**src/rtl/cdb_arbiter_if.sv**
```systemverilog
// Result-bus bundle around cdb_arbiter: the two producer result ports with
// their accept back-pressure, plus the registered common data bus.
// The arbiter is the slave; producers and CDB consumers sit on the master side.
interface cdb_arbiter_if #(
    parameter int ROB_WIDTH = 4
);
    // RS / ALU result port
    logic                 rs_valid;
    logic [ROB_WIDTH-1:0] rs_rob_id;
    logic [31:0]          rs_value;
    logic                 rs_accept;

    // LSB load result port
    logic                 lsb_valid;
    logic [ROB_WIDTH-1:0] lsb_rob_id;
    logic [31:0]          lsb_value;
    logic                 lsb_accept;

    // Common data bus broadcast
    logic                 cdb_valid;
    logic [ROB_WIDTH-1:0] cdb_rob_id;
    logic [31:0]          cdb_value;
    logic                 cdb_src;

    modport master (
        output rs_valid, rs_rob_id, rs_value,
        input  rs_accept,
        output lsb_valid, lsb_rob_id, lsb_value,
        input  lsb_accept,
        input  cdb_valid, cdb_rob_id, cdb_value, cdb_src
    );

    modport slave (
        input  rs_valid, rs_rob_id, rs_value,
        output rs_accept,
        input  lsb_valid, lsb_rob_id, lsb_value,
        output lsb_accept,
        output cdb_valid, cdb_rob_id, cdb_value, cdb_src
    );
endinterface

```
**src/rtl/cdb_arbiter.sv**
```systemverilog
// Common data bus arbiter: one skid FIFO per producer (RS, LSB), a
// round-robin grant of at most one result per cycle, and a registered CDB.
// An empty FIFO lets the incoming result bypass straight onto the bus.
module cdb_arbiter #(
    parameter int ROB_WIDTH  = 4,
    parameter int FIFO_DEPTH = 2
) (
    input  logic         clk_in,
    input  logic         rst_in,
    input  logic         rdy_in,
    input  logic         clear,
    cdb_arbiter_if.slave bus
);

    localparam int PTR_W = $clog2(FIFO_DEPTH);
    localparam int CNT_W = PTR_W + 1;

    // Source index 0 is the RS port, 1 is the LSB port; cdb_src uses the same coding.
    typedef enum logic {
        SRC_RS  = 1'b0,
        SRC_LSB = 1'b1
    } src_e;

    // Per-source FIFO state
    logic [ROB_WIDTH-1:0] id_mem    [2][FIFO_DEPTH];
    logic [31:0]          value_mem [2][FIFO_DEPTH];
    logic [PTR_W-1:0]     rd_ptr    [2];
    logic [PTR_W-1:0]     wr_ptr    [2];
    logic [CNT_W-1:0]     count     [2];

    // Arbitration state and registered bus
    src_e                 last_grant;
    logic                 cdb_valid_q;
    logic [ROB_WIDTH-1:0] cdb_rob_id_q;
    logic [31:0]          cdb_value_q;
    src_e                 cdb_src_q;

    // Per-cycle decode
    logic [1:0]           accept;
    logic [1:0]           in_valid;
    logic [ROB_WIDTH-1:0] in_id     [2];
    logic [31:0]          in_value  [2];
    logic [1:0]           cand_valid;
    logic [ROB_WIDTH-1:0] cand_id   [2];
    logic [31:0]          cand_value[2];
    logic [1:0]           grant;
    src_e                 grant_src;
    logic [1:0]           push;
    logic [1:0]           pop;

    // Accept comes from the registered count only; a result offered while
    // the FIFO is full is a protocol violation and is simply dropped.
    always_comb begin
        in_id[0]    = bus.rs_rob_id;
        in_id[1]    = bus.lsb_rob_id;
        in_value[0] = bus.rs_value;
        in_value[1] = bus.lsb_value;
        for (int x = 0; x < 2; x++) begin
            accept[x] = (count[x] < CNT_W'(FIFO_DEPTH));
        end
        in_valid[0] = bus.rs_valid  & accept[0];
        in_valid[1] = bus.lsb_valid & accept[1];
    end

    // Candidate per source: FIFO head when buffered, else the incoming result.
    always_comb begin
        for (int x = 0; x < 2; x++) begin
            cand_valid[x] = (count[x] != '0) | in_valid[x];
            if (count[x] != '0) begin
                cand_id[x]    = id_mem[x][rd_ptr[x]];
                cand_value[x] = value_mem[x][rd_ptr[x]];
            end else begin
                cand_id[x]    = in_id[x];
                cand_value[x] = in_value[x];
            end
        end
    end

    // Round-robin grant and the resulting push/pop decisions.
    // NOTE: every output of a combinational block gets a default first, so no path can leave it unassigned and infer a latch.
    always_comb begin
        grant = cand_valid;
        if (&cand_valid) begin
            grant = (last_grant == SRC_LSB) ? 2'b01 : 2'b10;
        end
        grant_src = src_e'(grant[1]);
        for (int x = 0; x < 2; x++) begin
            pop[x]  = grant[x] & (count[x] != '0);
            // A granted bypass goes straight to the bus and is never stored.
            push[x] = in_valid[x] & ~(grant[x] & (count[x] == '0));
        end
    end

    // Control state: pointers, counts, round-robin pointer and the CDB register.
    // NOTE: sequential state uses non-blocking assignments so every register samples pre-edge values regardless of statement order.
    always_ff @(posedge clk_in or posedge rst_in) begin
        if (rst_in) begin
            for (int x = 0; x < 2; x++) begin
                rd_ptr[x] <= '0;
                wr_ptr[x] <= '0;
                count[x]  <= '0;
            end
            last_grant   <= SRC_LSB;
            cdb_valid_q  <= 1'b0;
            cdb_rob_id_q <= '0;
            cdb_value_q  <= '0;
            cdb_src_q    <= SRC_RS;
        end else if (rdy_in) begin
            if (clear) begin
                for (int x = 0; x < 2; x++) begin
                    rd_ptr[x] <= '0;
                    wr_ptr[x] <= '0;
                    count[x]  <= '0;
                end
                last_grant  <= SRC_LSB;
                cdb_valid_q <= 1'b0;
            end else begin
                for (int x = 0; x < 2; x++) begin
                    if (push[x]) wr_ptr[x] <= wr_ptr[x] + 1'b1;
                    if (pop[x])  rd_ptr[x] <= rd_ptr[x] + 1'b1;
                    count[x] <= count[x] + CNT_W'(push[x]) - CNT_W'(pop[x]);
                end
                if (|grant) begin
                    cdb_valid_q  <= 1'b1;
                    cdb_rob_id_q <= cand_id[grant_src];
                    cdb_value_q  <= cand_value[grant_src];
                    cdb_src_q    <= grant_src;
                    last_grant   <= grant_src;
                end else begin
                    cdb_valid_q  <= 1'b0;
                end
            end
        end
    end

    // FIFO storage writes.
    // NOTE: the storage arrays are deliberately not reset; count and pointers alone decide which slots hold live data.
    always_ff @(posedge clk_in) begin
        if (rdy_in && !clear) begin
            for (int x = 0; x < 2; x++) begin
                if (push[x]) begin
                    id_mem[x][wr_ptr[x]]    <= in_id[x];
                    value_mem[x][wr_ptr[x]] <= in_value[x];
                end
            end
        end
    end

    assign bus.rs_accept  = accept[0];
    assign bus.lsb_accept = accept[1];
    assign bus.cdb_valid  = cdb_valid_q;
    assign bus.cdb_rob_id = cdb_rob_id_q;
    assign bus.cdb_value  = cdb_value_q;
    assign bus.cdb_src    = cdb_src_q;

endmodule

```
**src/flat_wrapper.sv**
```systemverilog
// flat-port wrapper written by rule: the top's interface ports become plain ports
module cdb_arbiter_flat 
#(
    parameter int ROB_WIDTH  = 4,
    parameter int FIFO_DEPTH = 2
)
  (clk_in, rst_in, rdy_in, clear, bus_rs_valid, bus_rs_rob_id, bus_rs_value, bus_rs_accept, bus_lsb_valid, bus_lsb_rob_id, bus_lsb_value, bus_lsb_accept, bus_cdb_valid, bus_cdb_rob_id, bus_cdb_value, bus_cdb_src);
  cdb_arbiter_if #(.ROB_WIDTH(ROB_WIDTH)) bus_i ();
  input  logic clk_in;
  input  logic rst_in;
  input  logic rdy_in;
  input  logic clear;
  input wire logic [$bits(bus_i.rs_valid)-1:0] bus_rs_valid;
  input wire logic [$bits(bus_i.rs_rob_id)-1:0] bus_rs_rob_id;
  input wire logic [$bits(bus_i.rs_value)-1:0] bus_rs_value;
  output wire logic [$bits(bus_i.rs_accept)-1:0] bus_rs_accept;
  input wire logic [$bits(bus_i.lsb_valid)-1:0] bus_lsb_valid;
  input wire logic [$bits(bus_i.lsb_rob_id)-1:0] bus_lsb_rob_id;
  input wire logic [$bits(bus_i.lsb_value)-1:0] bus_lsb_value;
  output wire logic [$bits(bus_i.lsb_accept)-1:0] bus_lsb_accept;
  output wire logic [$bits(bus_i.cdb_valid)-1:0] bus_cdb_valid;
  output wire logic [$bits(bus_i.cdb_rob_id)-1:0] bus_cdb_rob_id;
  output wire logic [$bits(bus_i.cdb_value)-1:0] bus_cdb_value;
  output wire logic [$bits(bus_i.cdb_src)-1:0] bus_cdb_src;
  assign bus_i.rs_valid = bus_rs_valid;
  assign bus_i.rs_rob_id = bus_rs_rob_id;
  assign bus_i.rs_value = bus_rs_value;
  assign bus_rs_accept = bus_i.rs_accept;
  assign bus_i.lsb_valid = bus_lsb_valid;
  assign bus_i.lsb_rob_id = bus_lsb_rob_id;
  assign bus_i.lsb_value = bus_lsb_value;
  assign bus_lsb_accept = bus_i.lsb_accept;
  assign bus_cdb_valid = bus_i.cdb_valid;
  assign bus_cdb_rob_id = bus_i.cdb_rob_id;
  assign bus_cdb_value = bus_i.cdb_value;
  assign bus_cdb_src = bus_i.cdb_src;
  cdb_arbiter #(.ROB_WIDTH(ROB_WIDTH), .FIFO_DEPTH(FIFO_DEPTH)) u_core (.clk_in(clk_in), .rst_in(rst_in), .rdy_in(rdy_in), .clear(clear), .bus(bus_i));
endmodule
```
**config.mk**
```make
export PLATFORM = sky130hd
export DESIGN_NAME = cdb_arbiter_flat
export DESIGN_NICKNAME = d
export VERILOG_FILES = /design/src/rtl/cdb_arbiter_if.sv /design/src/rtl/cdb_arbiter.sv /design/src/flat_wrapper.sv
export SDC_FILE = /design/constraint.sdc
export NUM_CORES = 1
export LEC_CHECK = 0
export ABC_AREA = 1
export CAP_MARGIN = 10
export CORE_UTILIZATION = 35
export DETAILED_ROUTE_END_ITERATION = 10
export PLACE_DENSITY = 0.58
export RECOVER_POWER = 25
export SLEW_MARGIN = 0
export SYNTH_ARGS = -nofsm -noshare
export SYNTH_HDL_FRONTEND = slang
export SYNTH_SLANG_ARGS = --single-unit
```
**constraint.sdc**
```tcl
create_clock -name clk_in -period 3.3 [get_ports clk_in]
set_input_delay 0.99 -clock clk_in [delete_from_list [all_inputs] [get_ports clk_in]]
set_output_delay 0.99 -clock clk_in [all_outputs]
set_load 0.005 [all_outputs]
```
## Word-level counts from Yosys, hierarchy flattened

Memories as Yosys holds them, arrays and structs flattened.
Cells that the tools add are included.

- Input bits: 78
- Logic and storage cells: 120
- Memory bits (writable): 144
- Memories kept: 2
- Register bits after elaboration: 47

Memories:

| memory | words | width | rd ports | clocked after Yosys merged registers in | wr ports | RTL line | RTL |
|---|---|---|---|---|---|---|---|
| u_core.value_mem | 2 | 64 | 2 | 0 | 2 | cdb_arbiter.sv:26 | `logic [31:0] value_mem [2][FIFO_DEPTH];` |
| u_core.id_mem | 2 | 8 | 2 | 0 | 2 | cdb_arbiter.sv:25 | `logic [ROB_WIDTH-1:0] id_mem [2][FIFO_DEPTH];` |

- Multiplexer cells: 51
- Bitwise gates (word level): 18
- $lt $le $gt $ge: 9
- Reductions and logical operators: 21
- Add/sub/neg operators: 8

Operator list:

| cell | count |
|---|---|
| 32-bit two-way mux | 13 |
| 64-bit two-way mux | 2 |
| 32-bit demux with 1-bit select | 2 |
| 4-bit two-way mux | 14 |
| 8-bit two-way mux | 2 |
| 2-bit nonzero test | 7 |
| 1-bit two-way mux | 12 |
| 2-bit AND reduction | 6 |
| 2-bit greater-or-equal comparator (second input constant) | 5 |
| 1-bit inverter with 2-bit output | 5 |
| 1-bit bitwise AND | 8 |
| 4-bit demux with 1-bit select | 2 |
| 2-bit two-way mux | 4 |
| 1-bit adder (second input constant) | 4 |
| 2-bit by 1-bit adder with 2-bit output | 2 |
| 2-bit logical NOT | 2 |
| 2-bit by 1-bit < comparator with 1-bit output (second input constant) | 2 |
| 2-bit < comparator (second input constant) | 2 |
| 2-bit by 1-bit subtractor with 2-bit output | 2 |
| 1-bit logical AND | 3 |
| 1-bit inverter | 3 |
| 3-bit AND reduction | 1 |
| 1-bit bitwise OR | 2 |
| 2-bit OR reduction | 1 |
| 1-bit logical NOT | 1 |

## Logic depth before layout (Yosys ltp)

Gate-level depths: netlist (run 1).

- Word-level depth: 11
- Depth in mapped cells: 10
- Depth with buffers taken out: 10

## Worst setup path after synthesis (run 1)

OpenSTA, ideal clock, no wires.

- Path type: input -> register
- Start point: input port bus_rs_valid
- End point: memory u_core.id_mem[0][10] (netlist bit), enable pin
- Data arrival time: 2.986 ns
- Buffers on the path: 0
- Library setup time: 0.430 ns
- Cell stages on the path: 8
- Data required time: 2.870 ns
- Path slack: -0.115 ns
- Cell sequence: inv_1 > nand2_1 > nand2_2 > nand3_1 > nand2_1 > inv_1 > nand2_1 > nor2_1

RTL lines:

| item | RTL line | RTL |
|---|---|---|
| start, declared | flat_wrapper.sv:13 | `input wire logic [$bits(bus_i.rs_valid)-1:0] bus_rs_valid;` |
| end, declared | cdb_arbiter.sv:25 |  |

## Worst setup path in the final report (run 1)

- Start point: register u_core.count[1] (netlist bit)
- End point: output port bus_lsb_accept

- Word-level cells in the longest chain between the ends: 1

Ends and longest elaborated chain:

| item | RTL line | RTL |
|---|---|---|
| start, declared | cdb_arbiter.sv:29 | `logic [CNT_W-1:0] count [2];` |
| start signal, assigned by index | cdb_arbiter.sv:121 | `count[x] <= count[x] + CNT_W'(push[x]) - CNT_W'(pop[x]);` |
| 2-bit < comparator | cdb_arbiter.sv:59 | `accept[x] = (count[x] < CNT_W'(FIFO_DEPTH));` |
| end, declared | flat_wrapper.sv:20 | `output wire logic [$bits(bus_i.lsb_accept)-1:0] bus_lsb_accept;` |

No other way between the ends.

==> metrics.md, run 1 <==
| Metric | Value |
|---|---|
| Core Area | 0.0234 sq mm |
| FMAX | 0.400 GHz |
| Share of layout cells above drive strength 1 | about a tenth |
| # Max-Cap Violations | 0 |
| Mapped Cells | roughly 790 |
| WP buf/inv | 2 |
| 1st-pass router iterations | 8 |
| CP max-delay cell | clkdlybuf4s50_1 |
| CTS Hold Bufs | 0 |
| IO Count | about 120 |
| Ordered cell list for the critical path | inv_1 > clkdlybuf4s50_1 |
| Failing checks | DRC |
| Clock Latency Late Sink | roughly 0.43 ns |
| Synth top area share | around half |
| Total congestion overflow | 0 |
| Required @ worst endpoint | roughly 2.3 ns |
| Synthesized area | between 0.008 and 0.009 sq mm |
| Postcts setup bufs | 0 |
| RSZ-0062 raised after global routing | false |
| Iter 0 DRT Violations | 420 |
| TritonCTS clock tree | yes |
| Final hold vios | 0 |
| DR DRC count | 1 |
| Detailed Route WL | about 20 mm |
| WHS Path Cells | 2 |
| R2r startpoint | u_core.count[1]$_DFFE_PP0P_ |
| Hold_sp | u_core.bus.cdb_value[23]$_DFFE_PP0P_ |
| Clock Sink Count | ~190 |
| Power Total | roughly 8000 uW |
| Yosys cell types | 30 |
| Main area contributors after synthesis | edfxtp_1, nand2_1, dfrtp_1, nand3_1, o211ai_1 |
| Register area share after synthesis | approximately 66% |
| Final Util | 44.5% |
| Die extent in y | 156 um |
| Synth warn | 0 |
| Status | finished, violations left |
| CTS Buf Count | 17 |
| Synth area leader | edfxtp_1 |
| Antenna Diode Count | 0 |
| Flops & latches, synth | between 150 and 200 |
| Final setup viols | 0 |
| Slew @ Worst Pin | around 0.73 ns |
| Die area | approximately 0.024 sq mm |
| Hold Crit Class | register to register |
| Antenna violations before repair | 0 |
| Crit-path max cell delay | approximately 0.52 ns |
| Place WS | roughly 0.48 ns |
| Static leakage | 0.00408 uW |
| Reg2Reg Setup Slack | between 1 and 1.5 ns |
| Starting Density | between 30% and 40% |
| Worst-case reg-to-reg path depth | 8 |
| Final period utilization | between 70% and 80% |
| Clock Path Buffers | 2 |
| Worst IR Drop VDD | roughly 0.27 mV |
| First-pass GRT wire length | approximately 31 mm |
| Clk slew on worst S/H paths | about 0.07 ns |
| Critical path type | register to primary output |
| Fin Clk Skew | 0.00923 ns |
| Worst Path Arrival | ~1.5 ns |
| Vias in the first global route | between 5000 and 6000 |
| CP max FO | 4 |
| CTS HTree Levels | 4 |
| Post-CTS sizing | 0 |
| HPWL after DPL | between 10 and 15 mm |
| # rows | 56 |
| # port buffers | approximately 120 |
| Nets@finish | just under 1000 |
| CP endpoint kind | primary output |
| Hold Crit Endpoint | u_core.bus.cdb_value[23]$_DFFE_PP0P_ |
| Via count | 5741 |
| Crit Reg-Reg Endpoint | u_core.count[3]$_DFFE_PP0P_ |
| Placed Instance Area | around 0.01 sq mm |
| Vias per cell | about 4.7 |
| Largest net degree at the start of global routing | 48 |
| CP top delay family | buffers and inverters |
| Antenna viol nets, final | 0 |
| Final min period | approximately 2.5 ns |
| GPL Wtd Cong | 0.756 |
| Area Growth Syn to Fin | 25.0% |
| Startpoint type of the worst setup path | register |
| Fin area | approximately 0.010 sq mm |
| Avg WL per Cell | around 16 um |
| GRT Total Usage | between 10% and 20% |
| Slew Viols, Final | 0 |
| PD cells | between 700 and 800 mW/mm^2 |
| Root Buffer | clkbuf_16 |
| Worst setup margin | between 0.8 and 0.9 ns |
| Worst rel slew slack | around half |
| Syn nets | 870 |
| Avg Cell Area, Syn | about 11 sq um |
| Die Wd | roughly 160 um |
## cell usage after synthesis (all sizes together)
| master | n |
|---|---|
| nand2 | 330 |
| nor2 | 15 |
| xnor2 | 2 |
| dfrtp | 46 |
| inv | 25 |
| edfxtp | 144 |
| o21ai | 41 |
| nand3 | 76 |
| or2 | 18 |
| o22ai | 2 |
| xor2 | 2 |
| dfstp | 1 |
| buf | 29 |
| ha | 4 |
| a21oi | 3 |
| o211ai | 36 |
| clkbuf | 14 |
## routing by layer
layer	GRT usage [%]	vias to the layer above	part of all wire, %
met5	0	-	0
met2	24.8	125	46
li1	-	2890	-
met1	25.4	2714	49
met4	4.62	0	0.82
met3	3.64	12	4.9
## cells by family (layout without fill, tap and decap cells)
logic type | count (synthesis) | count (layout) | share of synthesized area (%)
AOI/OAI and AO/OA | 82 | 82 | 6.05
xor gates and xnor gates | 4 | 4 | 0.421
adders and majority gates | 4 | 4 | 0.602
buffers and inverters | 68 | 191 | 4.26
DFF | 191 | 191 | 66.1
and+or+nand+nor | 439 | 439 | 22.6
## final cells by class
cell class	instances	area, sq um
clock inverters	15	158
multi-input cells	529	2490
well taps	319	399
inverters	25	96.3
fillers	2256	13000
flip-flops and latches	191	5500
repair buffers	134	1340
clock buffers	17	425
## state kept, by name, summed over array words and instances, names as in the netlist
register / cells
u_core.value_mem: 128
u_core.count: 4
u_core.wr_ptr: 2
u_core.last_grant: 1
u_core.rd_ptr: 2
u_core.bus.cdb_valid: 1
u_core.bus.cdb_rob_id: 4
u_core.id_mem: 16
u_core.bus.cdb_src: 1
u_core.bus.cdb_value: 32
## worst reg2reg max path, cell delays in order, from the launching register on
cell and delay, ns:
dfrtp_1 0.43, nor2_2 0.23, nand2_2 0.14, a21oi_1 0.30, ha_1 0.30, inv_1 0.06, ha_1 0.15, xor2_1 0.17
o22ai_1 0.09
## through the flow
stage / hold WS [ns] / setup TNS [ns] / cells
2_1_floorplan: 0.441 / -6.26 / 788
3_3_place_gp: 0.465 / 0 / 1198
3_5_place_dp: 0.465 / 0 / 1198
4_1_cts: 0.483 / 0 / 1230
5_1_grt: 0.509 / 0 / 1230
6_report: 0.479 / 0 / 1230
## how the worst max path moves through the flow
stage	start	end	depth (start not counted)
finish	u_core.count[1]$_DFFE_PP0P_	bus_lsb_accept	2
global route	u_core.count[1]$_DFFE_PP0P_	bus_lsb_accept	2
CTS	u_core.count[1]$_DFFE_PP0P_	bus_lsb_accept	2
detailed placement	bus_lsb_valid	u_core.count[3]$_DFFE_PP0P_	9
global placement	bus_rs_valid	u_core.value_mem[0][79]$_DFFE_PP_	10
floorplan	bus_lsb_valid	u_core.id_mem[0][0]$_DFFE_PP_	8
## where the power goes
part           switching (uW)  internal, uW  total [uW]
Sequential                190          2940        3130
Clock                     924          1130        2050
Combinational            1560          1060        2620
Total                    2670          5130        7800
## cell usage in the layout (no fill, tap or decap), types with 2 or more instances in the layout
cell type,netlist,layout
clkinvlp_4,0,3
inv_2,6,7
dlygate4sd3_1,0,53
nor2_4,1,4
clkdlybuf4s50_1,0,64
nand2_1,327,327
inv_1,18,17
buf_12,1,3
xnor2_1,2,2
buf_4,3,14
inv_6,0,5
xor2_1,2,2
nand2_2,2,2
nand3_2,9,9
nor2_2,3,3
o211ai_1,36,36
nor2_1,10,7
or2_1,10,10
edfxtp_1,144,144
ha_1,4,4
o21ai_0,41,41
a21oi_1,3,3
o22ai_1,2,2
or2_2,7,7
nand3_1,67,67
dfrtp_1,46,46
clkbuf_16,0,17
bufinv_16,0,2
clkinv_2,0,4
(Power assumes the default switching activity.)
==> run 2: changes to the inputs <==
--- a/config.mk
+++ b/config.mk
@@ -9,7 +9,7 @@
 export CAP_MARGIN = 10
 export CORE_UTILIZATION = 35
 export DETAILED_ROUTE_END_ITERATION = 10
-export PLACE_DENSITY = 0.58
+export PLACE_DENSITY = 0.6
 export RECOVER_POWER = 25
 export SLEW_MARGIN = 0
 export SYNTH_ARGS = -nofsm -noshare
==> constraint.sdc (replaced) <==
create_clock -name clk_in -period 2.11 [get_ports clk_in]
set_input_delay 0.633 -clock clk_in [delete_from_list [all_inputs] [get_ports clk_in]]
set_output_delay 0.633 -clock clk_in [all_outputs]
set_load 0.005 [all_outputs]
==> metrics.md, run 2 (synthesis gave the netlist of run 1 again) <==
| Metric | Value |
|---|---|
| Startpoint type of the worst setup path | register |
| Hold Crit Endpoint | u_core.bus.cdb_value[26]$_DFFE_PP0P_ |
| RSZ-0062 raised after global routing | false |
| PD cells | 1170 mW/mm^2 |
| Worst Path Arrival | roughly 1.4 ns |
| Crit Reg-Reg Endpoint | u_core.count[3]$_DFFE_PP0P_ |
| Static leakage | roughly 0.0042 uW |
| Slew @ Worst Pin | ~0.75 ns |
| Ordered cell list for the critical path | inv_2 > clkdlybuf4s50_1 |
| Die Wd | 156 um |
| CTS Buf Count | 17 |
| Avg WL per Cell | roughly 16 um |
| Die extent in y | 156 um |
| # rows | 56 |
| Antenna violations before repair | 2 |
| Clock Latency Late Sink | 0.44 ns |
| CTS HTree Levels | 4 |
| Final min period | roughly 2.0 ns |
| HPWL after DPL | roughly 14 mm |
| CTS Hold Bufs | 0 |
| Vias per cell | approximately 4.6 |
| Required @ worst endpoint | 1.48 ns |
| FMAX | about 0.49 GHz |
| 1st-pass router iterations | 5 |
| CP max FO | 2 |
| Commonest non-fill, non-tap cells in the layout | nand2_1, edfxtp_1, clkdlybuf4s50_1 |
| # port buffers | 117 |
| Worst rel slew slack | about half |
| WP buf/inv | 2 |
| Final hold vios | 0 |
| Final Util | 45.9% |
| Detailed Route WL | between 20 and 25 mm |
| Clk slew on worst S/H paths | 0.07 ns |
| # Max-Cap Violations | 0 |
| Commonest non-fill, non-tap cell in the layout | nand2_1 |
| Crit-path max cell delay | just under 0.5 ns |
| Share of layout cells above drive strength 1 | between 10% and 20% |
| CP endpoint kind | primary output |
| Fin Clk Skew | approximately 0.0074 ns |
| Total congestion overflow | 0 |
| Clock Path Buffers | 2 |
| Max FFs per register | 128 |
| Hold Crit Class | register to register |
| Fin area | 0.0108 sq mm |
| Core Area | roughly 0.023 sq mm |
| Final setup viols | 0 |
| CP max-delay cell | clkdlybuf4s50_1 |
| Clock Sink Count | roughly 190 |
| Area Growth Syn to Fin | 29.2% |
| Vias in the first global route | approximately 5600 |
| Worst IR Drop VDD | between 0.5 and 0.6 mV |
| IO Count | 118 |
| Nets@finish | roughly 1000 |
| Reg2Reg Setup Slack | between 0.2 and 0.25 ns |
| Starting Density | a little over a third |
| Final period utilization | 97.0% |
| Hold_sp | u_core.bus.cdb_value[26]$_DFFE_PP0P_ |
| Slew Viols, Final | 0 |
| Critical path type | register to primary output |
| R2r startpoint | u_core.count[1]$_DFFE_PP0P_ |
| DR DRC count | 0 |
| Die area | approximately 0.024 sq mm |
| Largest net degree at the start of global routing | 73 |
| TritonCTS clock tree | yes |
| GRT Total Usage | roughly 17% |
| Placed Instance Area | between 0.01 and 0.015 sq mm |
| Root Buffer | clkbuf_16 |
| First-pass GRT wire length | 30.8 mm |
| GPL Wtd Cong | ~0.81 |
| WHS Path Cells | 2 |
| Status | finished, final reports clean |
| Iter 0 DRT Violations | 430 |
| Antenna viol nets, final | 0 |
| CP top delay family | buffers and inverters |
| FILL cells | about 2200 |
| Worst-case reg-to-reg path depth | 9 |
| Via count | 5791 |
-- run 2: power breakdown --
part | internal, uW | leakage (uW) | switching, uW | total (uW)
registers | 4590 | 0.00188 | 328 | 4920
logic | 1900 | 0.00206 | 2450 | 4340
clock network | 1880 | 0.000290 | 1440 | 3320
-- run 2: worst min-delay path, cell delays in order (launching register included) --
cell     delay, ns
dfrtp_1       0.34
nand2_1       0.05
nand2_1       0.05
-- run 2: worst max path at each step --
stage                                startpoint                                 to  slack (ns)  depth (start not counted)
finish              u_core.count[1]$_DFFE_PP0P_                     bus_lsb_accept        0.06                          2
global route        u_core.count[1]$_DFFE_PP0P_                     bus_lsb_accept        0.01                          2
CTS                 u_core.count[1]$_DFFE_PP0P_                     bus_lsb_accept       0.004                          2
detailed placement                 bus_rs_valid        u_core.count[1]$_DFFE_PP0P_       -0.22                         11
global placement                  bus_lsb_valid  u_core.value_mem[0][18]$_DFFE_PP_       -0.22                         10
floorplan                         bus_lsb_valid      u_core.id_mem[0][0]$_DFFE_PP_       -0.34                          8
-- run 2: layout make-up --
cell class	instances	area [sq um]	area share (%)
diodes	2	5.00	0.0466
clock buffers	17	425	3.96
clock inverters	15	181	1.69
inverters	25	100	0.931
multi-input cells	529	2490	23.2
flip-flops and latches	191	5500	51.2
well taps	319	399	3.71
repair buffers	159	1650	15.3
-- run 2: per-stage QoR --
stage                     instances  power [uW]  TNS, ns  setup WS [ns]  hold WS (ns)
after floorplan                 788        7380   -24.51         -0.340         0.441
after global placement         1222        9330   -30.06         -0.217         0.461
after detailed placement       1222        9380   -30.68         -0.224         0.467
after CTS                      1255       12700        0        0.00356         0.486
after global routing           1255       13400        0        0.00999         0.503
final                          1257       12600        0         0.0630         0.477
-- run 2: layer usage --
| metal | up-vias | track usage [%] | wire length (um) |
|---|---|---|---|
| li1 | 2941 | - | - |
| met3 | 18 | 3.64 | 854 |
| met2 | 119 | 25.4 | 9230 |
| met4 | 0 | 5.74 | 344 |
| met5 | - | 0 | 0 |
| met1 | 2713 | 24.2 | 9580 |
-- run 2: repair_timing --
item | 4_1_cts | 5_1_grt
gates resized for setup | 1 | 2
setup endpoints to repair | 2 | 3
gates cloned | 0 | 0
buffers inserted | 1 | 0
==> run 3: changes to the inputs <==
--- a/config.mk
+++ b/config.mk
@@ -11,7 +11,8 @@
 export DETAILED_ROUTE_END_ITERATION = 10
 export PLACE_DENSITY = 0.6
 export RECOVER_POWER = 25
-export SLEW_MARGIN = 0
+export SLEW_MARGIN = 20
 export SYNTH_ARGS = -nofsm -noshare
 export SYNTH_HDL_FRONTEND = slang
 export SYNTH_SLANG_ARGS = --single-unit
+export TNS_END_PERCENT = 50
==> metrics.md, run 3 (synthesis gave the netlist of run 1 again) <==
| Metric | Value |
|---|---|
| Commonest non-fill, non-tap cell in the layout | nand2_1 |
| PD cells | ~1200 mW/mm^2 |
| Max FFs per register | 128 |
| Root Buffer | clkbuf_16 |
| Critical path type | register to primary output |
| Share of layout cells above drive strength 1 | roughly 11% |
| Via count | around 5800 |
| Commonest non-fill, non-tap cells in the layout | nand2_1, edfxtp_1, clkdlybuf4s50_1 |
| IO Count | 118 |
| Total congestion overflow | 0 |
| Slew @ Worst Pin | about 1 ns |
| CP endpoint kind | primary output |
| TritonCTS clock tree | yes |
| Status | finished, final reports clean |
| Starting Density | 35.6% |
| Startpoint type of the worst setup path | register |
| Final min period | 2.02 ns |
| Die Wd | between 150 and 200 um |
| RSZ-0062 raised after global routing | false |
| Avg WL per Cell | 15.6 um |
| Worst-case reg-to-reg path depth | 11 |
| Die extent in y | ~160 um |
| CP max FO | 2 |
| Crit Reg-Reg Endpoint | u_core.count[1]$_DFFE_PP0P_ |
| Hold Crit Class | register to register |
| Final setup viols | 0 |
| Crit path launch | u_core.count[3]$_DFFE_PP0P_ |
| Nets@finish | around 1000 |
| Core Area | 0.0234 sq mm |
| Vias in the first global route | approximately 5500 |
| Iter 0 DRT Violations | 400 |
| Antenna viol nets, final | 0 |
| Worst setup margin | between 0.09 and 0.1 ns |
| HPWL after DPL | around 14 mm |
| Setup TNS | 0 ns |
| Fin area | 0.0107 sq mm |
| First-pass GRT wire length | 30.7 mm |
| Antenna violations before repair | 0 |
| Area Growth Syn to Fin | 28.4% |
| GPL Wtd Cong | between 0.7 and 0.8 |
| CP Capture Point | bus_rs_accept |
| Final period utilization | 95.7% |
| Switching portion of total power | 33.5% |
| # port buffers | 117 |
| Place WS | -0.310 ns |
| Static leakage | between 0.004 and 0.005 uW |
| Clock Latency Late Sink | 0.43 ns |
| Final Util | roughly 46% |
| GRT Total Usage | between 10% and 20% |
| Vias per cell | between 4 and 5 |
| Worst rel slew slack | between 30% and 40% |
| Net Sw Power | ~4100 uW |
| Required @ worst endpoint | around 1.5 ns |
| CTS Buf Count | 17 |
| Antenna Diode Count | 0 |
| Comb power frac | between 30% and 40% |
| Detailed Route WL | about 20 mm |
| Worst IR Drop VDD | between 0.5 and 0.6 mV |
| Reg2Reg Setup Slack | ~0.24 ns |
| Placed Instance Area | a little over 0.01 sq mm |
| 1st-pass router iterations | 5 |
| Worst Path Arrival | between 1 and 1.5 ns |
| Slew Viols, Final | 0 |
| CTS HTree Levels | 4 |
| Clock Sink Count | roughly 190 |
| # Max-Cap Violations | 0 |
| Fin Clk Skew | roughly 0.0087 ns |
| Clock Power Share | between 20% and 30% |
| Reg power frac | about two fifths |
| Pint | roughly 8000 uW |
| Die area | approximately 0.024 sq mm |
| Clk slew on worst S/H paths | approximately 0.070 ns |
| DR DRC count | 0 |
| Clock Path Buffers | 2 |
| Final hold vios | 0 |
| Largest net degree at the start of global routing | 73 |
| # rows | 56 |
| FMAX | roughly 0.50 GHz |
| R2r startpoint | u_core.count[3]$_DFFE_PP0P_ |
run 3: area by class of cell:
cell class	instances	area [sq um]
sequential	191	5500
inverter	25	96.3
fill	2200	12700
tap	319	399
multi-input combinational	529	2490
clock buffer	19	433
timing repair buffer	158	1630
clock inverter	12	135
run 3: through the flow:
stage,total power (uW),hold slack (ns),instances
2_1_floorplan,7380,0.441,788
3_3_place_gp,9340,0.458,1221
3_5_place_dp,9390,0.465,1221
4_1_cts,12500,0.483,1253
5_1_grt,13200,0.500,1253
6_report,12400,0.479,1253
run 3: critical path: stages, from the launching register on:
cell	delay (ns)
dfrtp_1	0.39
inv_2	0.08
clkdlybuf4s50_1	0.49
run 3: worst min path at each step:
stage,startpoint,endpoint,slack [ns],cells after the start
after floorplan,u_core.wr_ptr[0]$_DFFE_PP0P_,u_core.wr_ptr[0]$_DFFE_PP0P_,0.44,2
after global placement,u_core.wr_ptr[0]$_DFFE_PP0P_,u_core.wr_ptr[0]$_DFFE_PP0P_,0.46,2
after detailed placement,u_core.bus.cdb_rob_id[3]$_DFFE_PP0P_,u_core.bus.cdb_rob_id[3]$_DFFE_PP0P_,0.47,2
after CTS,u_core.bus.cdb_rob_id[3]$_DFFE_PP0P_,u_core.bus.cdb_rob_id[3]$_DFFE_PP0P_,0.48,2
after global routing,u_core.bus.cdb_rob_id[3]$_DFFE_PP0P_,u_core.bus.cdb_rob_id[3]$_DFFE_PP0P_,0.50,2
final,u_core.bus.cdb_rob_id[3]$_DFFE_PP0P_,u_core.bus.cdb_rob_id[3]$_DFFE_PP0P_,0.48,2
run 3: power by group through the flow:
stage	logic (uW)	registers (uW)	clock network, uW
CTS	4420	4920	3170
global route	4860	4970	3330
finish	4350	4920	3100
global placement	4340	5000	0
floorplan	2450	4930	0
detailed placement	4390	5000	0
run 3: repair_timing:
item,in CTS,in global routing
cloned,0,0
setup buffers,1,0
hold buffers,0,0
endpoints found under the setup margin,2,1
gates resized for setup,2,1
run 3: layer usage:
layer / routed length (um) / up-vias / track usage, %
li1: - / 2948 / -
met5: 0 / - / 0
met1: 9420 / 2714 / 24.3
met3: 861 / 9 / 3.33
met4: 191 / 0 / 4.48
met2: 9050 / 118 / 25.4
